`config.mk`:
```
export PLATFORM = sky130hd
export DESIGN_NAME = slice_adder_seq
export DESIGN_NICKNAME = d
export VERILOG_FILES = /design/src/rtl/slice_adder_seq.sv
export SDC_FILE = /design/constraint.sdc
export NUM_CORES = 1
export LEC_CHECK = 0
export ABC_AREA = 1
export CAP_MARGIN = 20
export CORE_MARGIN = 5
export CORE_UTILIZATION = 45
export CTS_CLUSTER_DIAMETER = 150
export DETAILED_ROUTE_END_ITERATION = 8
export PLACE_DENSITY = 0.83
export RECOVER_POWER = 50
export SYNTH_ARGS = -nofsm -noshare
export SYNTH_HDL_FRONTEND = slang
export SYNTH_SLANG_ARGS = --single-unit
export TNS_END_PERCENT = 20
```
`constraint.sdc`:
```
create_clock -name clk_i -period 6.7 [get_ports clk_i]
set_input_delay 1.005 -clock clk_i [delete_from_list [all_inputs] [get_ports clk_i]]
set_output_delay 1.005 -clock clk_i [all_outputs]
set_load 0.03 [all_outputs]
```
`src/rtl/slice_adder_seq.sv`:
```
// ---------------------------------------------------------------------------
// slice_adder_seq
//
// Multi-cycle ripple adder: sum = a + b + c_in on WIDTH-bit operands, adding
// one SLICE-bit slice per clock.  A registered carry links consecutive slices,
// so the adder logic is only SLICE+1 bits wide regardless of WIDTH.
//
// Ports
//   clk_i        rising-edge clock
//   reset_n_i    asynchronous active-low reset
//   in_valid_i   operands valid             in_ready_o   block can accept operands
//   a_i, b_i     WIDTH-bit operands         c_in_i       carry-in
//   out_valid_o  result valid               out_ready_i  consumer takes result
//   sum_o        registered sum             c_out_o      unsigned carry-out
//   ovf_o        two's-complement overflow  busy_o       high in RUN or DONE
// ---------------------------------------------------------------------------
module slice_adder_seq #(
   parameter int WIDTH = 16,
   parameter int SLICE = 4
) (
   input  logic             clk_i,
   input  logic             reset_n_i,
   input  logic             in_valid_i,
   output logic             in_ready_o,
   input  logic [WIDTH-1:0] a_i,
   input  logic [WIDTH-1:0] b_i,
   input  logic             c_in_i,
   output logic             out_valid_o,
   input  logic             out_ready_i,
   output logic [WIDTH-1:0] sum_o,
   output logic             c_out_o,
   output logic             ovf_o,
   output logic             busy_o
);

   // Guarded so an illegal SLICE cannot cause a divide-by-zero before the
   // parameter check below gets a chance to report it.
   localparam int NSLICE = (SLICE > 0) ? (WIDTH / SLICE) : 1;
   localparam int CW     = (NSLICE > 1) ? $clog2(NSLICE) : 1;
   localparam logic [CW-1:0] K_LAST = CW'(NSLICE - 1);

   generate
      if (WIDTH < 1 || SLICE < 1 || SLICE > WIDTH || (WIDTH % SLICE) != 0) begin : g_param_err
         $error("slice_adder_seq: illegal WIDTH=%0d / SLICE=%0d", WIDTH, SLICE);
      end
   endgenerate

   typedef enum logic [1:0] {
      S_IDLE = 2'd0,
      S_RUN  = 2'd1,
      S_DONE = 2'd2
   } state_t;

   state_t           state_q, state_d;
   logic [WIDTH-1:0] a_q, a_d;
   logic [WIDTH-1:0] b_q, b_d;
   logic [WIDTH-1:0] sum_q, sum_d;
   logic [CW-1:0]    k_q, k_d;
   logic             carry_q, carry_d;
   logic             c_out_q, c_out_d;
   logic             ovf_q, ovf_d;

   // Current slice of the captured operands and their SLICE+1 bit sum.
   logic [SLICE-1:0] a_sl, b_sl;
   logic [SLICE:0]   slice_res;
   int               base;

   always_comb begin
      base      = int'(k_q) * SLICE;
      a_sl      = a_q[base +: SLICE];
      b_sl      = b_q[base +: SLICE];
      slice_res = {1'b0, a_sl} + {1'b0, b_sl} + {{SLICE{1'b0}}, carry_q};
   end

   // Next-state and datapath update.
   always_comb begin
      state_d = state_q;
      a_d     = a_q;
      b_d     = b_q;
      sum_d   = sum_q;
      k_d     = k_q;
      carry_d = carry_q;
      c_out_d = c_out_q;
      ovf_d   = ovf_q;

      case (state_q)
         S_IDLE: begin
            if (in_valid_i) begin
               a_d     = a_i;
               b_d     = b_i;
               carry_d = c_in_i;
               k_d     = '0;
               sum_d   = '0;
               state_d = S_RUN;
            end
         end

         S_RUN: begin
            sum_d[base +: SLICE] = slice_res[SLICE-1:0];
            carry_d              = slice_res[SLICE];
            if (k_q == K_LAST) begin
               // The top slice's MSB is the sum MSB, so overflow can be
               // decided here without reading sum_q back.
               c_out_d = slice_res[SLICE];
               ovf_d   = (a_q[WIDTH-1] == b_q[WIDTH-1]) &&
                         (slice_res[SLICE-1] != a_q[WIDTH-1]);
               k_d     = '0;
               state_d = S_DONE;
            end else begin
               k_d = k_q + 1'b1;
            end
         end

         S_DONE: begin
            if (out_ready_i) begin
               state_d = S_IDLE;
            end
         end

         default: begin
            state_d = S_IDLE;
         end
      endcase
   end

   always_ff @(posedge clk_i or negedge reset_n_i) begin
      if (!reset_n_i) begin
         state_q <= S_IDLE;
         a_q     <= '0;
         b_q     <= '0;
         sum_q   <= '0;
         k_q     <= '0;
         carry_q <= 1'b0;
         c_out_q <= 1'b0;
         ovf_q   <= 1'b0;
      end else begin
         state_q <= state_d;
         a_q     <= a_d;
         b_q     <= b_d;
         sum_q   <= sum_d;
         k_q     <= k_d;
         carry_q <= carry_d;
         c_out_q <= c_out_d;
         ovf_q   <= ovf_d;
      end
   end

   // Handshake flags decode the state register only: no input-to-output path.
   assign in_ready_o  = (state_q == S_IDLE);
   assign busy_o      = (state_q != S_IDLE);
   assign out_valid_o = (state_q == S_DONE);
   assign sum_o       = sum_q;
   assign c_out_o     = c_out_q;
   assign ovf_o       = ovf_q;

endmodule

```
==> results.sh <==
export IMPL_die_h_um=87.0
export IMPL_cpPeakStageDelay_ps=940
export IMPL_power_frac_comb_pct=55.2
export IMPL_slew_viol_final=0
export IMPL_grt_max_degree=43
export IMPL_synth_compound_area_share_pct=9.48
export IMPL_post_cts_buffers=0
export IMPL_synth_seq_cells=55
export IMPL_core_um2=5850
export IMPL_p_int_w=0.000923
export IMPL_layout_nets=421
export IMPL_hold_viol=0
export IMPL_hold_path_class="flop to flop"
export IMPL_area_growth_pct=25.7
export IMPL_critical_path_most_common_cell="nand2_1"
export IMPL_drt_total_wl_um=6070
export IMPL_crit_arrival_ps=3620
export IMPL_final_antenna_net_count=0
export IMPL_htreeDepth=2
export IMPL_rsz0062_at_grt="no"
export IMPL_placed_cells=443
export IMPL_synth_warnings=0
export IMPL_start_kind="input pin"
export IMPL_vias_per_cell=5.12
export IMPL_grt_use_total_pct=17.1
export IMPL_clock_sinks=55
export IMPL_cts_resized_gates=0
export IMPL_p_leak_nw=1.63
export IMPL_place_gp_congestion=0.960
export IMPL_drive_gt1_share_pct=5.32
export IMPL_clk_latency_ps=320
export IMPL_cts_buffers_inserted=5
export IMPL_dr_pass1_iters=4
export IMPL_grt_pass1_vias=2219
export IMPL_drt_first_iter_violations=177
export IMPL_ir_worst_vdd_mv=0.228
export IMPL_post_route_min_period_ps=3420
export IMPL_seq_area_frac_synth_pct=51.6
export IMPL_antenna_found_initial=0
export IMPL_switchingPower_w=0.000846
export IMPL_total_power_w=0.00177
export IMPL_crit_fanout=42
export IMPL_synthSimpleGateAreaFrac_pct=27.6
export IMPL_crit_required_ps=6900
export IMPL_grt_pass1_wl_um=10200
export IMPL_worst_slew_pin_transition_ps=1470
export IMPL_dp_hpwl_um=4510
export IMPL_crit_slowest_cell="nand2_1"
export IMPL_final_common_cell="nand2_1"
export IMPL_ctsLongestPathBuffers=2
export IMPL_synthXorXnorAreaFrac_pct=0.328
export IMPL_drc=0
export IMPL_diodes=0
export IMPL_io_buffers=57
export IMPL_syn_area_um2=2670
export IMPL_clkPwrFrac_pct=11.4
export IMPL_dpl_worst_slack_ps=3730
export IMPL_end_kind="flop"
export IMPL_finalSetupTns_ps=0
export IMPL_timing_final_crit_share_pct=51.0
export IMPL_path_clk_slew_ps=90
export IMPL_cellPowerDensity_nw_per_um2=528
export IMPL_fin_worst_skew_ps=11.3
export IMPL_syn_nets=367
export IMPL_synthMuxAreaShare_pct=0
export IMPL_drv_cap=0
export IMPL_p_sw_share_pct=47.8
export IMPL_layout_common_cells="132 x nand2_1, 55 x dfrtp_1, 55 x clkdlybuf4s50_1"
export IMPL_dr_total_vias=2309
export IMPL_critPathTopFamily="buffers and inverters"
export IMPL_io_pins=58
export IMPL_crit_chain="dlygate4sd3_1, nand2_1, inv_1, nand2_1, nand2_1"
export IMPL_syn_inst=321
export IMPL_dieWidth_um=87.0
export IMPL_pwr_share_seq_pct=33.3
export IMPL_fmaxAchievable_mhz=293
export IMPL_finalSetupViolCount=0
export IMPL_synthAdderAreaFrac_pct=4.79
export IMPL_ys_types=28
export IMPL_relSlewSlack_pct=2.31
export IMPL_clockRootBuffer="clkbuf_8"
export IMPL_die_area_um2=7560
export IMPL_layout_cells_non_filler=451
export IMPL_cts_tree="yes"
export IMPL_initial_core_util_pct=45.6
export IMPL_syn_avg_cell_area_um2=8.31
export IMPL_fin_ws_ps=3280
export IMPL_grt_ovfl_total=0
export IMPL_postCtsHoldBufs=0
export IMPL_critPathBufInv=2
export IMPL_synth_top_family_by_area="simple AND/OR/NAND/NOR gates"
export IMPL_rows=28
export IMPL_crit_type="input pin to flop"
export IMPL_outcome="finished, final reports clean"
export IMPL_avgRoutedWirePerCell_um=13.5
per-stage QoR:
step | utilization [%] | instance area [um2] | hold slack [ps]
global route | 57.3 | 3350 | 513
CTS | 57.8 | 3380 | 487
floorplan | - | 2670 | 444
global placement | 55.7 | 3260 | 462
detailed placement | 56.1 | 3280 | 464
finish | 57.3 | 3350 | 487
layout make-up:
type                    count  area [um2]
clock inverters             1        7.51
fillers                   535        2500
multi-input cells         230        1110
repair buffers             58         568
flip-flops and latches     55        1380
clock buffers               7        96.3
well taps                  75        93.8
inverters                  25        98.8
tightest hold or removal path, cell delays in order, from the launching register on:
cell,delay [ps]
dfrtp_1,350
nand2_1,50
nand2_1,50
power by group through the flow:
stage | Sequential (W) | Clock (W) | Combinational, W
2_1_floorplan | 0.000615 | 0 | 0.000659
6_report | 0.000590 | 0.000202 | 0.000978
4_1_cts | 0.000589 | 0.000208 | 0.000980
3_3_place_gp | 0.000591 | 0 | 0.000926
5_1_grt | 0.000608 | 0.000219 | 0.00109
3_5_place_dp | 0.000594 | 0 | 0.000972
synth_stat cells:
library cell | number | share of area (%)
nand4_1 | 2 | 0.47
nand4_2 | 1 | 0.47
dfrtp_1 | 55 | 52
o21ai_0 | 24 | 4.5
o21ai_1 | 6 | 1.1
xor2_1 | 1 | 0.33
buf_6 | 1 | 0.42
o31ai_1 | 3 | 0.84
nand2_4 | 2 | 0.84
inv_1 | 18 | 2.5
clkbuf_2 | 1 | 0.19
o21bai_1 | 1 | 0.28
nand3_1 | 14 | 2.6
inv_2 | 4 | 0.56
a21oi_1 | 2 | 0.38
nor4_2 | 1 | 0.47
nand2_2 | 1 | 0.23
nand2_1 | 131 | 18
clkinv_1 | 1 | 0.14
buf_4 | 2 | 0.56
nor2_2 | 1 | 0.23
o22ai_1 | 10 | 2.3
ha_1 | 7 | 3.3
fa_1 | 2 | 1.5
nor2_1 | 18 | 2.5
nor2_4 | 3 | 1.3
inv_4 | 2 | 0.47
buf_2 | 7 | 1.3
worst paths after layout:
kind                                         end  slack, ps           startpoint  cells after the start
hold / removal               a_q[10]$_DFFE_PN0P_        490  a_q[10]$_DFFE_PN0P_                      2
max in group asynchronous     a_q[1]$_DFFE_PN0P_       3720            reset_n_i                      2
setup reg to reg           sum_o[14]$_DFFE_PN0P_       3590   k_q[0]$_DFFE_PN0P_                      8
min in group asynchronous   sum_o[7]$_DFFE_PN0P_       1010            reset_n_i                      1
setup / recovery             a_q[13]$_DFFE_PN0P_       3280           in_valid_i                      5
hold reg to reg              a_q[10]$_DFFE_PN0P_        490  a_q[10]$_DFFE_PN0P_                      2
cells by family (layout without fill, tap and decap cells):
family,count (synthesis),after routing
AO/OA/AOI/OAI,46,46
adder cells (fa/ha/maj),9,9
buffers and inverters,36,91
XOR/XNOR,1,1
AND/OR/NAND/NOR,174,174
flip-flops,55,55
routing by layer:
layer | vias up | wire length, um | track usage [%]
met2 | 78 | 2870 | 28.7
met1 | 1087 | 2630 | 21.4
met3 | 16 | 404 | 3.88
met4 | 0 | 163 | 6.66
met5 | - | 0 | 0
li1 | 1128 | - | -
sequential cells by signal, summed over array words and instances, names as in the netlist:
signal   count
a_q         16
b_q         16
sum_o       16
k_q          2
state_q      2
c_out_o      1
carry_q      1
ovf_o        1
Power figures use the tool's default switching activity.
